File: config.mk
export PLATFORM = sky130hd
export DESIGN_NAME = sram_arbiter
export DESIGN_NICKNAME = d
export VERILOG_FILES = /design/src/rtl/sram_arbiter.sv
export SDC_FILE = /design/constraint.sdc
export NUM_CORES = 1
export LEC_CHECK = 0
export CAP_MARGIN = 20
export CORE_MARGIN = 10
export CORE_UTILIZATION = 45
export CTS_BUF_LIST = sky130_fd_sc_hd__clkbuf_4 sky130_fd_sc_hd__clkbuf_8 sky130_fd_sc_hd__clkbuf_16
export CTS_CLUSTER_DIAMETER = 80
export CTS_CLUSTER_SIZE = 16
export DETAILED_ROUTE_END_ITERATION = 10
export DONT_BUFFER_PORTS = 1
export PLACE_DENSITY_LB_ADDON = 0.05
export SLEW_MARGIN = 10
export SYNTH_ARGS = -nofsm -noshare
export SYNTH_HDL_FRONTEND = slang
export SYNTH_SLANG_ARGS = --single-unit
export TNS_END_PERCENT = 100
File: constraint.sdc
create_clock -name clock -period 4.8 [get_ports clock]
set_clock_uncertainty 0.1 [all_clocks]
set_input_delay 0.48 -clock clock [delete_from_list [all_inputs] [get_ports clock]]
set_output_delay 0.48 -clock clock [all_outputs]
set_load 0.02 [all_outputs]
File: src/rtl/sram_arbiter.sv
// sram_arbiter
//  Shares one external 16-bit async SRAM between three byte-wide requesters:
//  the flash loader (write only, fixed top priority), the NES CPU (read/write)
//  and the NES PPU (read only). CPU and PPU alternate round-robin when both ask.
//  Each access runs IDLE -> SETUP -> ACTIVE (xACCESS_CYCLES) -> HOLD -> IDLE.
//  Byte lanes are chosen by addr[0]; writes replicate the byte on both lanes.
// Ports
//  clock, reset_n                 system clock, async active-low reset
//  ldr_req/addr/wdata, ldr_ack    loader write channel, ack is a 1-cycle pulse
//  cpu_req/we/addr/wdata, cpu_ack CPU read/write channel
//  ppu_req/addr, ppu_ack          PPU read channel
//  rd_data                        read byte, valid while cpu_ack/ppu_ack is high
//  busy                           high whenever an access is in flight
//  sram_*                         SRAM pins (word address, data, active-low strobes)
module sram_arbiter #(
   parameter int ADDR_W        = 19,
   parameter int ACCESS_CYCLES = 2
) (
   input  logic              clock,
   input  logic              reset_n,
   input  logic              ldr_req,
   input  logic [ADDR_W-1:0] ldr_addr,
   input  logic [7:0]        ldr_wdata,
   output logic              ldr_ack,
   input  logic              cpu_req,
   input  logic              cpu_we,
   input  logic [ADDR_W-1:0] cpu_addr,
   input  logic [7:0]        cpu_wdata,
   output logic              cpu_ack,
   input  logic              ppu_req,
   input  logic [ADDR_W-1:0] ppu_addr,
   output logic              ppu_ack,
   output logic [7:0]        rd_data,
   output logic              busy,
   output logic [ADDR_W-2:0] sram_adr,
   output logic [15:0]       sram_dq_o,
   output logic              sram_dq_oe,
   input  logic [15:0]       sram_dq_i,
   output logic              sram_cs_n,
   output logic              sram_oe_n,
   output logic              sram_we_n,
   output logic              sram_ub_n,
   output logic              sram_lb_n
);

   typedef enum logic [1:0] {S_IDLE, S_SETUP, S_ACTIVE, S_HOLD} state_t;

   localparam logic [1:0] G_LDR = 2'd0;
   localparam logic [1:0] G_CPU = 2'd1;
   localparam logic [1:0] G_PPU = 2'd2;
   localparam logic [3:0] C_LAST = 4'(ACCESS_CYCLES - 1);

   state_t              r_state, w_next;
   logic [3:0]          r_cnt;
   logic [ADDR_W-1:0]   r_addr;
   logic                r_we;
   logic [7:0]          r_wdata;
   logic [1:0]          r_gnt;
   logic                r_rr_ppu;      // 1: PPU was the last CPU/PPU grant
   logic [7:0]          r_rd_data;

   logic                w_any_req;
   logic [1:0]          w_sel;
   logic                w_last_active;

   assign w_any_req     = ldr_req | cpu_req | ppu_req;
   assign w_last_active = (r_state == S_ACTIVE) && (r_cnt == C_LAST);

   // Loader always wins; between CPU and PPU, the one not served last wins.
   always_comb begin
      w_sel = G_PPU;
      if (ldr_req)
         w_sel = G_LDR;
      else if (cpu_req && (!ppu_req || r_rr_ppu))
         w_sel = G_CPU;
   end

   always_ff @(posedge clock or negedge reset_n) begin
      if (!reset_n) r_state <= S_IDLE;
      else          r_state <= w_next;
   end

   always_comb begin
      w_next = r_state;
      case (r_state)
         S_IDLE:   if (w_any_req) w_next = S_SETUP;
         S_SETUP:  w_next = S_ACTIVE;
         S_ACTIVE: if (r_cnt == C_LAST) w_next = S_HOLD;
         S_HOLD:   w_next = S_IDLE;
         default:  w_next = S_IDLE;
      endcase
   end

   always_ff @(posedge clock or negedge reset_n) begin
      if (!reset_n) begin
         r_cnt     <= '0;
         r_addr    <= '0;
         r_we      <= 1'b0;
         r_wdata   <= '0;
         r_gnt     <= G_LDR;
         r_rr_ppu  <= 1'b1;
         r_rd_data <= '0;
      end else begin
         if (r_state == S_SETUP)
            r_cnt <= '0;
         else if (r_state == S_ACTIVE)
            r_cnt <= r_cnt + 4'd1;

         if (r_state == S_IDLE && w_any_req) begin
            r_gnt <= w_sel;
            case (w_sel)
               G_LDR: begin
                  r_addr  <= ldr_addr;
                  r_we    <= 1'b1;
                  r_wdata <= ldr_wdata;
               end
               G_CPU: begin
                  r_addr   <= cpu_addr;
                  r_we     <= cpu_we;
                  r_wdata  <= cpu_wdata;
                  r_rr_ppu <= 1'b0;
               end
               default: begin
                  r_addr   <= ppu_addr;
                  r_we     <= 1'b0;
                  r_rr_ppu <= 1'b1;
               end
            endcase
         end

         // Capture on the edge leaving the final ACTIVE cycle, reads only.
         if (w_last_active && !r_we)
            r_rd_data <= r_addr[0] ? sram_dq_i[15:8] : sram_dq_i[7:0];
      end
   end

   // Pin strobes decode straight from the state register so an async reset
   // releases the bus in the same cycle.
   always_comb begin
      busy       = (r_state != S_IDLE);
      sram_cs_n  = !busy;
      sram_ub_n  = !(busy && r_addr[0]);
      sram_lb_n  = !(busy && !r_addr[0]);
      sram_oe_n  = !((r_state == S_ACTIVE) && !r_we);
      sram_we_n  = !((r_state == S_ACTIVE) && r_we);
      sram_dq_oe = busy && r_we;
      ldr_ack    = (r_state == S_HOLD) && (r_gnt == G_LDR);
      cpu_ack    = (r_state == S_HOLD) && (r_gnt == G_CPU);
      ppu_ack    = (r_state == S_HOLD) && (r_gnt == G_PPU);
   end

   assign sram_adr  = r_addr[ADDR_W-1:1];
   assign sram_dq_o = {r_wdata, r_wdata};
   assign rd_data   = r_rd_data;

endmodule
==> qor.yml, run 1 <==
fin_crit_ns: 2.759
clkTransAtPathRegs_ns: 0.08
ys_ff_latch: 45
post_cts_buffers: 0
synth-edff-count: 0
final_common_cell: "dfrtp_1"
ff2ff_setup_slack_ns: 2.14
final_cells: 304
die_x_um: 93.88
drv_slew: 0
clk_latency_ns: 0.30
pre_cts_ws_ns: 1.658
syn_nets: 365
layout_setup_ws_ns: 2.041
timing.final.crit_share_pct: 57.48
ant_nets: 0
grt.overflow.total: 0
rsz0062_at_grt: "no"
num_antenna_cells: 0
avgSynthCellArea_um2: 9.303
cellLeakagePower_nw: 1.017
layout_common_cells: "dfrtp_1, nand2_1, o21ai_0"
grt_pass1_wl_um: 10650
fin_util_pct: 46.54
drtPass1Iterations: 5
grt_usage_pct: 15.48
drc: 0
antenna_found_initial: 0
path_max_fanout: 14
vdd_drop_max_uv: 318.8
row_count: 26
wire_per_inst_um: 23.30
final_nets: 334
r2r_cells: 7
dp_hpwl_um: 5516
clockBufferDepth: 2
fin_hold_ws_ns: 0.2249
syn_inst: 264
power_density_mw_per_mm2: 765.5
finalSetupTns_ns: 0
end_kind: "output port"
worst_ep_required_time_ns: 4.22
whs_path_depth: 2
grt_start_max_net_pins: 46
min_path_type: "in2reg"
post-place-cells: 292
drive_above_1_share_pct: 8.120
routed_wl_um: 7082
tightestPinTransition_ns: 0.8396
gp_congestion: 0.7674
drt_iter0_markers: 110
worst-setup-path-type: "reg2out"
cts_buffers: 5
cts-root-buf: "clkbuf_8"
p_total_mw: 1.854
outcome: "completed"
clock.fmax_mhz: 362.4
fp.dieArea_mm2: 0.008813
yosys_warnings: 0
io_pins: 147
cp.arrival_ns: 2.18
dieHeight_um: 93.88
viasPerCell: 5.931
critPathLaunchType: "flop"
cap_viol_max_count: 0
cts.sinks: 45
core_area_mm2: 0.005205
initial_core_util_pct: 47.19
area_growth_pct: -1.376
cts_max_level: 2
stdcell_area_mm2: 0.002422
cts_resized: 0
synth_seq_area_share_pct: 45.90
port_buffers: 0
async_reset_ff_share_pct: 100.0
grt_pass1_vias: 1886
cts_tree: "yes"
ys.flop_type: "dfrtp_1"
cts_hold_buf: 2
via_count: 1803
post_dp_cell_area_mm2: 0.002265
maxSlewHeadroom_pct: 43.90
setup-violations-final: 0
syn_area_mm2: 0.002456
hold_viol: 0
ys_types: 38
-- synth_stat cells (all sizes together), types with 2 or more instances --
library cell  number  area (µm²)
inv                6       22.52
mux2               2       22.52
nor2              15       56.30
a222oi            11       110.1
mux2i              8       80.08
nand2b             2       15.02
and3b              2       17.52
dfrtp             44        1101
clkbuf             6       23.77
o31ai              2       20.02
nand3              4       20.02
a31oi              8       50.05
o21ai             30       150.1
ha                 6       75.07
buf               36       259.0
o22ai             10       62.56
nor3b              2       15.01
a21oi             22       113.9
nand2             36       135.1
-- state kept, by name, summed over array words and instances, names as in the netlist --
| register | cells |
|---|---|
| r_state | 2 |
| rd_data | 8 |
| r_we | 1 |
| r_addr | 19 |
| r_cnt | 4 |
| r_wdata | 8 |
| r_gnt | 2 |
| r_rr_ppu | 1 |
-- cell type report --
class                           instances  area [µm²]
Clock buffer                            7       96.34
Timing Repair Buffer                    4       56.30
Fill cell                             510        2783
Tap cell                               70       87.58
Sequential cell                        45        1127
Clock inverter                          1       5.005
Inverter                                7       26.28
Multi-Input combinational cell        170        1023
-- final timing paths --
path                               to    startpoint
max                         sram_ub_n    r_state[0]
min                        r_wdata[6]  cpu_wdata[6]
max reg2reg                r_addr[18]    r_state[0]
min reg2reg                  r_rr_ppu      r_rr_ppu
max in group asynchronous    r_rr_ppu       reset_n
min in group asynchronous   r_addr[4]       reset_n
-- logic make-up after synthesis --
family	after synthesis	share of synthesized area, %
AOI/OAI and AO/OA	89	22.62
and+or+nand+nor	65	11.67
buffers and inverters	49	12.58
DFF	45	45.90
muxes	10	4.177
adders and majority gates	6	3.056
-- critical path, cell delays in order (launching register included) --
cell     delay (ns)
dfrtp_1        0.42
inv_1          0.09
ha_1           0.64
inv_1          0.41
nand2_1        0.30
-- metal layers --
metal | global-route usage (%) | wire length (µm) | vias to the layer above
li1 | - | - | 856
met1 | 15.98 | 2601 | 847
met2 | 26.09 | 3504 | 94
met3 | 8.873 | 902 | 6
met4 | 4.557 | 73 | 0
met5 | 0 | 0 | -
-- power by group --
group / switching [mW] / internal, mW / leakage, nW
logic: 0.378 / 0.243 / 0.444
registers: 0.404 / 0.575 / 0.518
clock network: 0.124 / 0.130 / 0.0542
total: 0.906 / 0.948 / 1.02
Note: power is estimated with default switching activity, not from simulation.
==> inputs of run 2 (changes only) <==
==> constraint.sdc (replaced) <==
create_clock -name clock -period 2.55 [get_ports clock]
set_clock_uncertainty 0.1 [all_clocks]
set_input_delay 0.255 -clock clock [delete_from_list [all_inputs] [get_ports clock]]
set_output_delay 0.255 -clock clock [all_outputs]
set_load 0.02 [all_outputs]
==> run 2 against run 1 <==
  * Via count rose by 4.0%
  * First-iteration DRC count fell by 2.7%
  * Largest power group unchanged
  * Wire length rose by 3.8%
  * Utilization rose by 0.79 points
  * Global-route usage rose by 0.66 points
==> qor.yml, run 2 (synthesized netlist as in run 1, its figures left out) <==
drc: 0  # unchanged
largest_reg_flops: 19  # unchanged
core_area_mm2: 0.005205  # unchanged
top_register: "r_addr"
cts_max_level: 2  # unchanged
fin_hold_ws_ns: 0.01330  # -0.2116 ns
dieHeight_um: 93.88  # unchanged
grt_pass1_wl_um: 11200  # +5.2%
clockBufferDepth: 2  # unchanged
drv_slew: 0  # unchanged
rsz0062_at_grt: "no"
drtPass1Iterations: 4  # -1
routed_wl_um: 7354  # +3.8%
setup-violations-final: 0  # unchanged
cts-root-buf: "clkbuf_8"
critPathLaunchType: "flop"
cts_buffers: 5  # unchanged
row_count: 26  # unchanged
cap_viol_max_count: 0  # unchanged
antenna_found_initial: 0  # unchanged
layout_setup_ws_ns: 0.4731  # -1.568 ns
fin_crit_ns: 2.077
die_x_um: 93.88  # unchanged
power_density_mw_per_mm2: 1418  # +85%
path_max_fanout: 16  # +2
pre_cts_ws_ns: 0.4657  # -1.192 ns
maxSlewHeadroom_pct: 43.98  # +0.071 points
grt_pass1_vias: 2016  # +6.9%
wire_per_inst_um: 23.72  # +1.8%
hold_viol: 0  # unchanged
grt_start_max_net_pins: 46  # unchanged
vdd_drop_max_uv: 530.0  # +66%
slowest_stage: "nand4b_1"
io_pins: 147  # unchanged
viasPerCell: 6.048  # +2.0%
num_antenna_cells: 0  # unchanged
finalSetupTns_ns: 0  # unchanged
cts_resized: 0  # unchanged
cp_cell_sequence: "inv_1 > ha_1 > nand2b_1 > nand4b_1 > nand2_1 > o21ai_0"
ant_nets: 0  # unchanged
final_nets: 340  # +1.8%
post_cts_buffers: 0  # unchanged
dp_hpwl_um: 5631  # +2.1%
clk_latency_ns: 0.29  # about the same
crit_buf_inv: 1  # -1
slowest_delay_ns: 0.57  # -0.07 ns
cp.arrival_ns: 2.13  # -0.05 ns
area_growth_pct: 0.3055
grt.overflow.total: 0  # unchanged
layout_common_cells: "dfrtp_1, nand2_1, o21ai_0"
drive_above_1_share_pct: 8.750  # +0.63 points
end_kind: "flop"
timing.final.crit_share_pct: 81.45
fp.dieArea_mm2: 0.008813  # unchanged
final_common_cell: "dfrtp_1"
tightestPinTransition_ns: 0.8386  # -0.001068 ns
gp_congestion: 0.7797  # +1.6%
cellLeakagePower_nw: 1.037  # +2.1%
grt_usage_pct: 16.14  # +0.66 points
cts_tree: "yes"
port_buffers: 0  # unchanged
drt_iter0_markers: 107  # -2.7%
initial_core_util_pct: 47.19  # unchanged
worst_ep_required_time_ns: 2.61  # -1.61 ns
clock.fmax_mhz: 481.5
outcome: "completed"
p_total_mw: 3.492  # +88%
crit_family: "simple AND/OR/NAND/NOR gates"
worst-setup-path-type: "reg2reg"
cts.sinks: 45  # unchanged
min_path_type: "in2reg"
via_count: 1875  # +4.0%
clkTransAtPathRegs_ns: 0.08  # about the same
[run 2: cell types whose count changed in the layout (fill, tap and decap cells not counted), sizes merged]
cell         previous run  this run
clkinv                  2         1
dlygate4sd3             1         5
buf                     3         5
clkbuf                  7         8
[run 2: layout make-up]
class                      instances  area (µm²)
clock buffer                       8       91.34
fill                             513        2741
timing repair buffer              10       107.6
tap                               70       87.58
multi-input combinational        170        1023
sequential                        45        1127
inverter                           7       26.28
[run 2: final timing paths]
kind / startpoint / to / slack [ns] / cells after the start
hold reg to reg: r_rr_ppu / r_rr_ppu / 0.42 / 2
min in group asynchronous: reset_n / r_state[1] / 0.38 / 2
hold / removal: cpu_wdata[0] / r_wdata[0] / 0.01 / 2
max in group asynchronous: reset_n / r_rr_ppu / 1.70 / 2
setup / recovery: r_state[0] / rd_data[1] / 0.47 / 6
setup reg to reg: r_state[0] / rd_data[1] / 0.47 / 6
[run 2: power breakdown]
part | switching, mW | internal, mW
sequential | 0.758 | 1.08
combinational | 0.726 | 0.473
clock | 0.227 | 0.227
total | 1.71 | 1.78
[run 2: through the flow]
step | cell area [µm²] | utilization [%] | instances
CTS | 2426 | 46.61 | 306
finish | 2464 | 47.33 | 310
floorplan | 2456 | - | 264
global placement | 2287 | 43.94 | 295
detailed placement | 2287 | 43.94 | 295
global route | 2464 | 47.33 | 310
[run 2: metal layers]
metal	vias to the layer above	wire length (µm)	global-route usage, %
met5	-	0	0
met4	0	80	5.190
met3	10	842	8.313
met2	102	3634	26.50
met1	895	2795	17.64
li1	868	-	-
[run 2: worst reg2reg max path: cells and delay by family, from the launching register on]
family / cells / cell delay [ns]
adder cells (fa/ha/maj): 1 / 0.23
AO/OA/AOI/OAI: 1 / 0.11
AND/OR/NAND/NOR: 3 / 0.97
flip-flops: 1 / 0.43
buffers and inverters: 1 / 0.11
[run 2: timing repair]
action / CTS / global route
endpoints found under the hold margin: 46 / 3
setup endpoints to repair: 0 / 0
hold buffers: 3 / 3
==> RTL change, RTL diff (settings of run 2) <==
The 4 states of `state_t` get a one-hot encoding in 4 bits.
--- a/src/rtl/sram_arbiter.sv
+++ b/src/rtl/sram_arbiter.sv
@@ -43,7 +43,7 @@
    output logic              sram_lb_n
 );
 
-   typedef enum logic [1:0] {S_IDLE, S_SETUP, S_ACTIVE, S_HOLD} state_t;
+   typedef enum logic [3:0] {S_IDLE = 4'b0001, S_SETUP = 4'b0010, S_ACTIVE = 4'b0100, S_HOLD = 4'b1000} state_t;
 
    localparam logic [1:0] G_LDR = 2'd0;
    localparam logic [1:0] G_CPU = 2'd1;
Check against the original RTL: no difference found for any inputs over 10 cycles, from zero or initial values and one cycle with reset_n low; not proved beyond that.
==> RTL change against run 2 <==
- sequential cell count is 2 higher
- wire length rose by 3.5%
- power grew 4.6%
- final area is 11% higher
- worst setup slack lost 0.29 ns
- cell count is 15% higher
- synthesized cell count grew 16%
- sequential share of layout area decreased by 2.8 points
- synthesized area grew 9.4%
- count of clock-buffer cells in the layout shrank 3
- fmax fell by 12%
- largest cell class is now multi-input gates
==> RTL change: results (changes against run 2) <==
Detailed routing
  – Initial DRC count: 79 (-26%)
  – Post-Route WL: 7610 um (+3.5%)
  – DR pass1 iterations: 4 (unchanged)
  – Vias/cell: 5.87 (-3.0%)

Pwr
  – Cell Int Power: 1.89 mW (+6.2%)
  – P_leak: 1.15 nW (+11%)
  – Worst vdd ir: 542 uV (+2.3%)

Global routing
  – Vias in the first global route: 2168 (+7.5%)
  – Largest net degree at the start of global routing: 48 (+4.3%)
  – First-pass GRT wire length: 12100 um (+7.6%)
  – Global Route Usage Sum: 15.4% (-0.69 points)

Place
  – Dpl hpwl: 5690 um (+1.1%)
  – Port Buffer Count: 0 (unchanged)
  – GP Congestion: 0.754 (-3.3%)

Yosys
  – Area contributors post-synth: dfrtp_1 42%, o21ai_0 8.0%, buf_4 7.8%
  – Syn_nets: 402 (+10%)
  – Sequential cell area fraction in the yosys report: 43.9% (-2.0 points)
  – Synth Flop Type: dfrtp_1
  – Top post-synthesis cells by count: 45 x dfrtp_1, 43 x nand2_1, 43 x o21ai_0

Layout
  – Fillers: 588 (+15%)
  – NumNets Final: 378 (+11%)
  – Layout cell share with drive strength beyond 1: 12.4% (+3.7 points)
  – Reg with most FFs: r_addr

Clock tree
  – CTS resizes: 0 (unchanged)
  – Clk_lat worst skew: 0.31 ns (+0.02 ns)
  – Hold Buf Count CTS: 5 (+2)

STA
  – Slew @ Worst Pin: 0.647 ns (-0.191 ns)

Setup path
  – R2r endpoint: r_rr_ppu$_DFFE_PN1P_
  – Worst path arrival time: 2.52 ns (+0.39 ns)
  – FF-to-FF setup slack: 0.18 ns (-0.29 ns)
  – CP max stage cell: dfstp_2
  – Slowest stage delay, CP: 0.59 ns (+0.02 ns)
  – Worst Reg2Reg Path Length in Cells: 6 (unchanged)
  – Crit path from: r_state[0]$_DFFE_PN1P_
  – Critical path peak fanout: 7 (-9)
  – CP delay by family, top: buffers and inverters

Outcome
  – Status: complete, no violations
RTL change: cell count changes after synthesis, moves of 7 or more:
cell      change
a222oi_1     -11
a22oi_1       +7
clkbuf_1      +8
mux2_2        +7
nand2_1       +7
nand3_1       +7
o21ai_0      +15
o31ai_1       +7
RTL change: cell families after synthesis:
kind of cell	after synthesis	share of synthesized area (%)
compound gates	99	21.6
fa+ha+maj	2	0.931
buf+inv	53	11.7
flops	47	43.9
mux	17	6.75
simple gates	87	15.1
RTL change: worst register-to-register path: stages (launching register included):
cell and delay, ns:
dfstp_2 0.59, or4b_1 0.49, buf_4 0.21, nor2_1 0.15
a21oi_1 0.08, a31oi_1 0.13, dlygate4sd3_1 0.57
RTL change: stage by stage:
step / instances / setup WS [ns] / hold WS, ns / cell area, um2
5_1_grt: 357 / 0.0716 / 0.0421 / 2740
2_1_floorplan: 305 / 0.291 / -0.141 / 2690
4_1_cts: 357 / 0.209 / 0.0214 / 2740
3_3_place_gp: 344 / 0.419 / -0.139 / 2590
3_5_place_dp: 344 / 0.395 / -0.139 / 2590
6_report: 357 / 0.179 / 0.0402 / 2740
RTL change: worst min path at each step:
stage	startpoint	endpoint	slack, ns	cells after the start
5_1_grt	cpu_addr[3]	r_addr[3]$_DFFE_PN0P_	0.04	2
4_1_cts	ldr_req	r_we$_DFFE_PN0P_	0.02	2
3_5_place_dp	reset_n	r_cnt[3]$_DFFE_PN0P_	-0.14	0
2_1_floorplan	reset_n	r_addr[0]$_DFFE_PN0P_	-0.14	0
3_3_place_gp	reset_n	r_cnt[3]$_DFFE_PN0P_	-0.14	0
6_report	cpu_we	r_we$_DFFE_PN0P_	0.04	2
RTL change: per-layer routing:
metal	routed length, um	vias to the layer above	GRT usage [%]
met5	0	-	0
met4	61	0	3.69
met3	670	8	6.19
met2	3830	79	26.5
met1	3050	999	17.4
li1	-	1009	-
RTL change: power groups by stage:
| stage | Sequential, mW | Combinational (mW) | Clock (mW) |
|---|---|---|---|
| after floorplan | 1.45 | 1.64 | 0 |
| after global placement | 1.86 | 1.31 | 0 |
| after detailed placement | 1.87 | 1.33 | 0 |
| after CTS | 1.85 | 1.38 | 0.473 |
| after global routing | 1.89 | 1.55 | 0.505 |
| final | 1.84 | 1.36 | 0.457 |
RTL change: cell type report:
class	instances	area (um2)	area share, %
multi-input combinational	205	1190	43.5
sequential	47	1180	43.0
timing repair buffer	17	170	6.20
clock inverter	3	20.0	0.730
tap	75	93.8	3.42
inverter	5	18.8	0.684
clock buffer	5	68.8	2.51
